$ cat src/rtl/alu_pkg.sv
// rtl/alu_pkg.sv - shared opcodes, widths and FSM state type for the ALU issue stage
package alu_pkg;

  localparam int DEF_DATA_W = 4;
  localparam int DEF_NREGS  = 4;

  localparam logic [2:0] OP_ADD   = 3'b000;
  localparam logic [2:0] OP_SUB   = 3'b001;
  localparam logic [2:0] OP_AND   = 3'b010;
  localparam logic [2:0] OP_OR    = 3'b011;
  localparam logic [2:0] OP_NOT   = 3'b100;
  localparam logic [2:0] OP_LOADI = 3'b101;

  typedef enum logic {
    ST_IDLE = 1'b0,
    ST_EXEC = 1'b1
  } state_t;

  // Opcodes 110 and 111 have no defined operation.
  function automatic logic is_illegal(input logic [2:0] op);
    return op[2] & op[1];
  endfunction

endpackage

$ cat src/rtl/alu_regfile.sv
// rtl/alu_regfile.sv - NREGS x DATA_W register file, two operand read ports, one debug read port, one write port
module alu_regfile
  import alu_pkg::*;
#(
  parameter int DATA_W = DEF_DATA_W,
  parameter int NREGS  = DEF_NREGS,
  parameter int AW     = $clog2(NREGS)
) (
  input  logic              clk,
  input  logic              rst_n,
  input  logic              we,
  input  logic [AW-1:0]     waddr,
  input  logic [DATA_W-1:0] wdata,
  input  logic [AW-1:0]     raddr1,
  output logic [DATA_W-1:0] rdata1,
  input  logic [AW-1:0]     raddr2,
  output logic [DATA_W-1:0] rdata2,
  input  logic [AW-1:0]     dbg_addr,
  output logic [DATA_W-1:0] dbg_data
);

  logic [DATA_W-1:0] rf_q [NREGS];
  logic [DATA_W-1:0] rf_d [NREGS];

  always_comb begin
    rf_d = rf_q;
    if (we) rf_d[waddr] = wdata;
  end

  always_ff @(posedge clk or negedge rst_n) begin
    if (!rst_n) begin
      for (int i = 0; i < NREGS; i++) rf_q[i] <= '0;
    end else begin
      rf_q <= rf_d;
    end
  end

  // Reads see the pre-write contents, so rd == rs1 == rs2 needs no special case.
  assign rdata1   = rf_q[raddr1];
  assign rdata2   = rf_q[raddr2];
  assign dbg_data = rf_q[dbg_addr];

endmodule

$ cat src/rtl/alu_issue_ctrl.sv
// rtl/alu_issue_ctrl.sv - two-cycle issue/writeback controller for the external 4-bit ALU
// Optional retire counter output enabled by ALU_RETIRE_CNT_EN.
module alu_issue_ctrl
  import alu_pkg::*;
#(
  parameter int DATA_W = DEF_DATA_W,
  parameter int NREGS  = DEF_NREGS,
  parameter int AW     = $clog2(NREGS)
) (
  input  logic              clk,
  input  logic              rst_n,
  input  logic              in_valid,
  output logic              in_ready,
  input  logic [2:0]        in_op,
  input  logic [AW-1:0]     in_rd,
  input  logic [AW-1:0]     in_rs1,
  input  logic [AW-1:0]     in_rs2,
  input  logic [DATA_W-1:0] in_imm,
  output logic [DATA_W-1:0] alu_a,
  output logic [DATA_W-1:0] alu_b,
  output logic [2:0]        alu_op,
  input  logic [DATA_W-1:0] alu_result,
  input  logic              alu_zero,
  output logic              wb_valid,
  output logic [AW-1:0]     wb_rd,
  output logic [DATA_W-1:0] wb_data,
  output logic              zero_flag,
  output logic              illegal,
`ifdef ALU_RETIRE_CNT_EN
  output logic [15:0]       retire_cnt,
`endif
  input  logic [AW-1:0]     dbg_addr,
  output logic [DATA_W-1:0] dbg_data
);

  state_t            state_q, state_d;
  logic [2:0]        op_q, op_d;
  logic [AW-1:0]     rd_q, rd_d;
  logic [DATA_W-1:0] imm_q, imm_d;
  logic [DATA_W-1:0] alu_a_q, alu_a_d;
  logic [DATA_W-1:0] alu_b_q, alu_b_d;
  logic [2:0]        alu_op_q, alu_op_d;
  logic              wb_valid_q, wb_valid_d;
  logic [AW-1:0]     wb_rd_q, wb_rd_d;
  logic [DATA_W-1:0] wb_data_q, wb_data_d;
  logic              zero_flag_q, zero_flag_d;
  logic              illegal_q, illegal_d;

  logic              rf_we;
  logic [DATA_W-1:0] rf_wdata;
  logic [DATA_W-1:0] rs1_data, rs2_data;

  alu_regfile #(
    .DATA_W (DATA_W),
    .NREGS  (NREGS),
    .AW     (AW)
  ) u_regfile (
    .clk      (clk),
    .rst_n    (rst_n),
    .we       (rf_we),
    .waddr    (rd_q),
    .wdata    (rf_wdata),
    .raddr1   (in_rs1),
    .rdata1   (rs1_data),
    .raddr2   (in_rs2),
    .rdata2   (rs2_data),
    .dbg_addr (dbg_addr),
    .dbg_data (dbg_data)
  );

  assign in_ready = (state_q == ST_IDLE);

  always_comb begin
    state_d     = state_q;
    op_d        = op_q;
    rd_d        = rd_q;
    imm_d       = imm_q;
    alu_a_d     = alu_a_q;
    alu_b_d     = alu_b_q;
    alu_op_d    = alu_op_q;
    wb_valid_d  = 1'b0;
    wb_rd_d     = wb_rd_q;
    wb_data_d   = wb_data_q;
    zero_flag_d = zero_flag_q;
    illegal_d   = 1'b0;
    rf_we       = 1'b0;
    rf_wdata    = alu_result;
    case (state_q)
      ST_IDLE: begin
        if (in_valid) begin
          op_d     = in_op;
          rd_d     = in_rd;
          imm_d    = in_imm;
          alu_a_d  = rs1_data;
          alu_b_d  = rs2_data;
          alu_op_d = in_op;
          state_d  = ST_EXEC;
        end
      end
      ST_EXEC: begin
        state_d    = ST_IDLE;
        wb_valid_d = 1'b1;
        wb_rd_d    = rd_q;
        if (is_illegal(op_q)) begin
          illegal_d = 1'b1;
          wb_data_d = '0;
        end else if (op_q == OP_LOADI) begin
          rf_we     = 1'b1;
          rf_wdata  = imm_q;
          wb_data_d = imm_q;
        end else begin
          rf_we       = 1'b1;
          wb_data_d   = alu_result;
          zero_flag_d = alu_zero;
        end
      end
    endcase
  end

  always_ff @(posedge clk or negedge rst_n) begin
    if (!rst_n) begin
      state_q     <= ST_IDLE;
      op_q        <= OP_ADD;
      rd_q        <= '0;
      imm_q       <= '0;
      alu_a_q     <= '0;
      alu_b_q     <= '0;
      alu_op_q    <= OP_ADD;
      wb_valid_q  <= 1'b0;
      wb_rd_q     <= '0;
      wb_data_q   <= '0;
      zero_flag_q <= 1'b0;
      illegal_q   <= 1'b0;
    end else begin
      state_q     <= state_d;
      op_q        <= op_d;
      rd_q        <= rd_d;
      imm_q       <= imm_d;
      alu_a_q     <= alu_a_d;
      alu_b_q     <= alu_b_d;
      alu_op_q    <= alu_op_d;
      wb_valid_q  <= wb_valid_d;
      wb_rd_q     <= wb_rd_d;
      wb_data_q   <= wb_data_d;
      zero_flag_q <= zero_flag_d;
      illegal_q   <= illegal_d;
    end
  end

`ifdef ALU_RETIRE_CNT_EN
  logic [15:0] retire_cnt_q, retire_cnt_d;

  // Counts at the same edge that raises wb_valid, so the value is current during the pulse.
  always_comb begin
    retire_cnt_d = retire_cnt_q;
    if (wb_valid_d) retire_cnt_d = retire_cnt_q + 16'd1;
  end

  always_ff @(posedge clk or negedge rst_n) begin
    if (!rst_n) retire_cnt_q <= '0;
    else        retire_cnt_q <= retire_cnt_d;
  end

  assign retire_cnt = retire_cnt_q;
`endif

  assign alu_a     = alu_a_q;
  assign alu_b     = alu_b_q;
  assign alu_op    = alu_op_q;
  assign wb_valid  = wb_valid_q;
  assign wb_rd     = wb_rd_q;
  assign wb_data   = wb_data_q;
  assign zero_flag = zero_flag_q;
  assign illegal   = illegal_q;

endmodule
$ cat config.mk
export PLATFORM = sky130hd
export DESIGN_NAME = alu_issue_ctrl
export DESIGN_NICKNAME = d
export VERILOG_FILES = /design/src/rtl/alu_pkg.sv /design/src/rtl/alu_regfile.sv /design/src/rtl/alu_issue_ctrl.sv
export SDC_FILE = /design/constraint.sdc
export NUM_CORES = 1
export LEC_CHECK = 0
export CORE_MARGIN = 1.5
export CORE_UTILIZATION = 53
export DETAILED_ROUTE_END_ITERATION = 16
export PLACE_DENSITY = 0.89
export SYNTH_ARGS = -nofsm -noshare
export SYNTH_HDL_FRONTEND = slang
export SYNTH_SLANG_ARGS = --single-unit
$ cat constraint.sdc
create_clock -name clk -period 3 [get_ports clk]
set_input_delay 0.3 -clock clk [delete_from_list [all_inputs] [get_ports clk]]
set_output_delay 0.3 -clock clk [all_outputs]
set_load 0.1 [all_outputs]
After elaboration in Yosys (flattened, before gate mapping)
Index checks and enable logic that the tools add are counted.

Bits in registers: 43. Word-level logic and storage cells: 55. Input bits: 23.

Muxes and demuxes: 23. Order comparisons: 5. Equal/unequal tests: 1. Reduce and logical (&&, ||, !) cells: 3. Bitwise operators: 8.

Operators by type and width (count): $mux 4 (11); $bmux 4 s2 (3); $bwmux 16 (1); $ge 3x3->1 const B (4); $not 2->3 (4); $demux 4 s2 (1); $mux 1 (6); $eq 3x3->1 const B (1); $lt 3x1->1 const B (1); $not 1->1 (3); $reduce_and 3->1 (1); $pmux 1 s2 (1); $reduce_and 2->1 (1); $and 1x1->1 (1); $logic_and 1x1->1 (1).

Depth between registers and ports, before layout
Depth in word-level cells: 6. Gate-level depth with buffers: 5. Gate-level depth less buffers: 3.

By module
A second synthesis with hierarchy kept.

Cell total of the unflattened synthesis: 130. Area total of the unflattened synthesis: 2015.7 sq um.

Modules (own cells, without submodules): alu_issue_ctrl (area each 1114.8 sq um, cells each 82, sequential area each 675.6 sq um, times used 1); alu_regfile (area each 900.9 sq um, cells each 48, sequential area each 400.4 sq um, times used 1).

Worst setup path after synthesis
OpenSTA, ideal clock, no wires.

Path kind: register -> register. From: register alu_op[1] (netlist name). To: register u_regfile.rf_q[4] (netlist name). Setup slack: 1000 ps. Arrival: 1875 ps. Cell stages (with the launch flop): 4. Setup time: 125 ps. Cells stage by stage: dfrtp_1 nand4b_4 mux2_4 mux2_2.

RTL lines: end signal: assignment (line alu_regfile.sv:34) `rf_q <= rf_d;`; end: declaration (line alu_regfile.sv:22) `logic [DATA_W-1:0] rf_q [NREGS];`.

Worst setup path in the final report
From: register alu_a_q[0], in the netlist alu_a[0]. To: output port alu_a[0].

RTL lines: start: declaration (line alu_issue_ctrl.sv:40) `logic [DATA_W-1:0] alu_a_q, alu_a_d;`; start signal: assignment (line alu_issue_ctrl.sv:139) `alu_a_q <= alu_a_d;`; end: declaration (line alu_issue_ctrl.sv:19) `output logic [DATA_W-1:0] alu_a,`.

No word-level cell between the ends.

==> reports/summary.txt <==
FMAX: 480 MHz
Post-cts resize count: 0
Top cells by count, synth: dfrtp_1, mux2_2, mux4_2
Final TNS setup: 0 ps
CP max stage delay: 1130 ps
Simple-gate share of the synthesized area: 4.71%
Slowest-stage cell, CP: clkdlybuf4s50_1
First-pass GRT wire length: 6.62 mm
YS warnings: 0
Post-synthesis mux area share: 37.8%
Area grow syn2layout: 29.7%
Relative slew slack: 34.8%
Unique masters post-synth: 20
Tot Pwr: 0.00296 W
Post-route ant nets: 0
# IOs: 48
Placed Area: 2490 µm²
Die Span Y: 64.7 µm
VDD IR max: 0.512 mV
Worst-path cell chain: clkdlybuf4s50_1
DR iter-0 viols: 77
Number of synthesized flops with an enable pin: 0
Most common cell in the netlist: dfrtp_1
Core box area: 3660 µm²
Final setup vio count: 0
CP required: 2700 ps
Highest net fanout along the worst path: 2
Pwr Density: 1130 nW/µm²
CTS H-tree depth: 2
Routed met3 length: 242 µm
Worst Path Arrival: 1780 ps
Static Leak: 1.14 nW
RSZ-0062 raised after global routing: no
Initial DRT Pass Iterations: 4
# diodes: 0
Final instance area: 2620 µm²
Total setup buffers inserted after CTS: 0
Avg Cell Area, Syn: 16.7 µm²
Hold buffers post-CTS: 0
GP Congestion: 0.773
CTS Sinks: 43
Seq/Total Area, Yosys: 53.3%
PortBufs: 47
DP HPWL: 2.90 mm
Die Wd: 64.7 µm
Wirelength, routed: 3.83 mm
Worst-Margin Slew: 974 ps
Initial antenna violation count: 0
Routed len/inst: 17.3 µm
CP Capture Type: output pin
Reg clk slew, reported paths: 80 ps
Status: complete, no violations
Metal2 WL: 2.01 mm
Synth top area cells: dfrtp_1, mux2_2, mux4_2, mux2_4, mux2i_1
Via density: 5.69
Max-cap violations: 0
Vias in the first global route: 1,331
CTS tree: yes
Prevailing post-synth register cell: dfrtp_1
Place WS: 983 ps
Mapped Nets: 144
Main combinational cell family by area after synthesis: multiplexers
Cells after synthesis: 121
Final Cycle Share: 69.5%
Fraction of layout cells with a size suffix above 1: 47.1%
Worst setup margin: 916 ps
Adder-Cell Fraction of Synth Area: 0%
Final Skew: 3.11 ps
Max Buffers Root-to-Sink: 2
Synth Area in XOR/XNOR: 0%
Async set-or-reset flop fraction in the synthesized netlist: 100%
Met1 WL: 1.53 mm
# rows: 22
Largest net degree at the start of global routing: 44
Worst Hold Class: in -> async
Via count: 1,264
Reg area: 1080 µm²
Global Route Usage Sum: 21.4%
Die area: 4190 µm²
Total grt overflow: 0
CTS buffer count: 5
CTS root buf: clkbuf_8
Starting Density: 55.2%
Final #Nets: 196
Highest Signal Layer: met4
Synth Register Bits: 43
Top Family by Delay on Critical Path: buffers and inverters
Buf/Inv on CP: 1
Final hold vios: 0
Crit Path Class: reg -> out
DRC viols: 0
Later-pin clock latency in the skew report: 290 ps
Synth top area share: 53.3%
Cell area after synthesis: 2020 µm²
Compound-gate portion of the synthesized area: 2.85%
Final Max Slew Viols: 0
Hold_ws: 138 ps
Crit path time final: 2080 ps
Final-layout fill cell count: 232
Area occupied by multi-input gates: 917 µm²
Post-synth top area cell: dfrtp_1
Startpoint Class: flip-flop
[logic make-up (layout without fill, tap and decap cells)]
logic type             count (synthesis)  count (layout)
buffers and inverters                  5              58
muxes                                 55              55
and+or+nand+nor                       11              11
DFF                                   43              43
AOI/OAI and AO/OA                      7               7
[per-stage QoR]
| stage | utilization (%) | std cells |
|---|---|---|
| floorplan | - | 121 |
| global placement | 68.0 | 214 |
| detailed placement | 68.0 | 214 |
| CTS | 71.6 | 222 |
| global route | 71.6 | 222 |
| finish | 71.6 | 222 |
[registers in the layout (all words and copies together), names as in the netlist]
name            flops
alu_a               4
alu_b               4
alu_op              3
illegal             1
imm_q               4
rd_q                2
state_q             1
u_regfile.rf_q     16
wb_data             4
wb_rd               2
wb_valid            1
zero_flag           1
[layer usage]
metal	track usage [%]	vias to the layer above
met5	0	-
met4	7.71	0
met3	3.82	7
met2	36.5	49
met1	27.4	643
li1	-	565
[path summary, 6_finish.rpt]
kind / cells past startpoint / slack, ps / end / startpoint
worst max-delay path: 1 / 920 / alu_a[0] / alu_a[0]$_DFFE_PN0P_
worst max register to register: 3 / 1420 / u_regfile.rf_q[14]$_DFFE_PN0P_ / state_q$_DFF_PN0_
max in group asynchronous: 1 / 2280 / alu_a[2]$_DFFE_PN0P_ / rst_n
worst min register to register: 1 / 500 / wb_data[2]$_DFFE_PN0P_ / wb_data[2]$_DFFE_PN0P_
min in group clk: 1 / 500 / wb_data[2]$_DFFE_PN0P_ / wb_data[2]$_DFFE_PN0P_
worst min-delay path: 1 / 140 / alu_b[3]$_DFFE_PN0P_ / rst_n
[area by class of cell]
class / count / share of cell area [%]
clock buffers: 6 / 2.77
inverters: 2 / 0.286
repair buffers: 48 / 16.3
flip-flops and latches: 43 / 41.1
clock inverters: 2 / 2.29
well taps: 48 / 2.29
multi-input cells: 73 / 35.0
[layout by cell type, fill, tap and decap left out, types with 3 or more instances in the layout]
cell type	n
dfrtp_1	43
mux2_2	35
clkdlybuf4s50_1	28
buf_4	19
mux4_2	12
clkbuf_8	5
mux2_4	4
mux2i_1	4
o2bb2ai_1	4
nand2_1	3
[power breakdown]
group	internal [W]	switching, W	total, W	leakage, nW
Clock	0.000332	0.000185	0.000517	0.0654
Sequential	0.000782	0.000182	0.000964	0.518
Combinational	0.000475	0.00101	0.00148	0.560
Total	0.00159	0.00137	0.00296	1.14
[worst reg2reg max path: stages, from the launching register on]
cell	delay (ps)
dfrtp_1	560
a21bo_2	320
nor3_4	220
mux2_2	370
(Power assumes the default switching activity.)
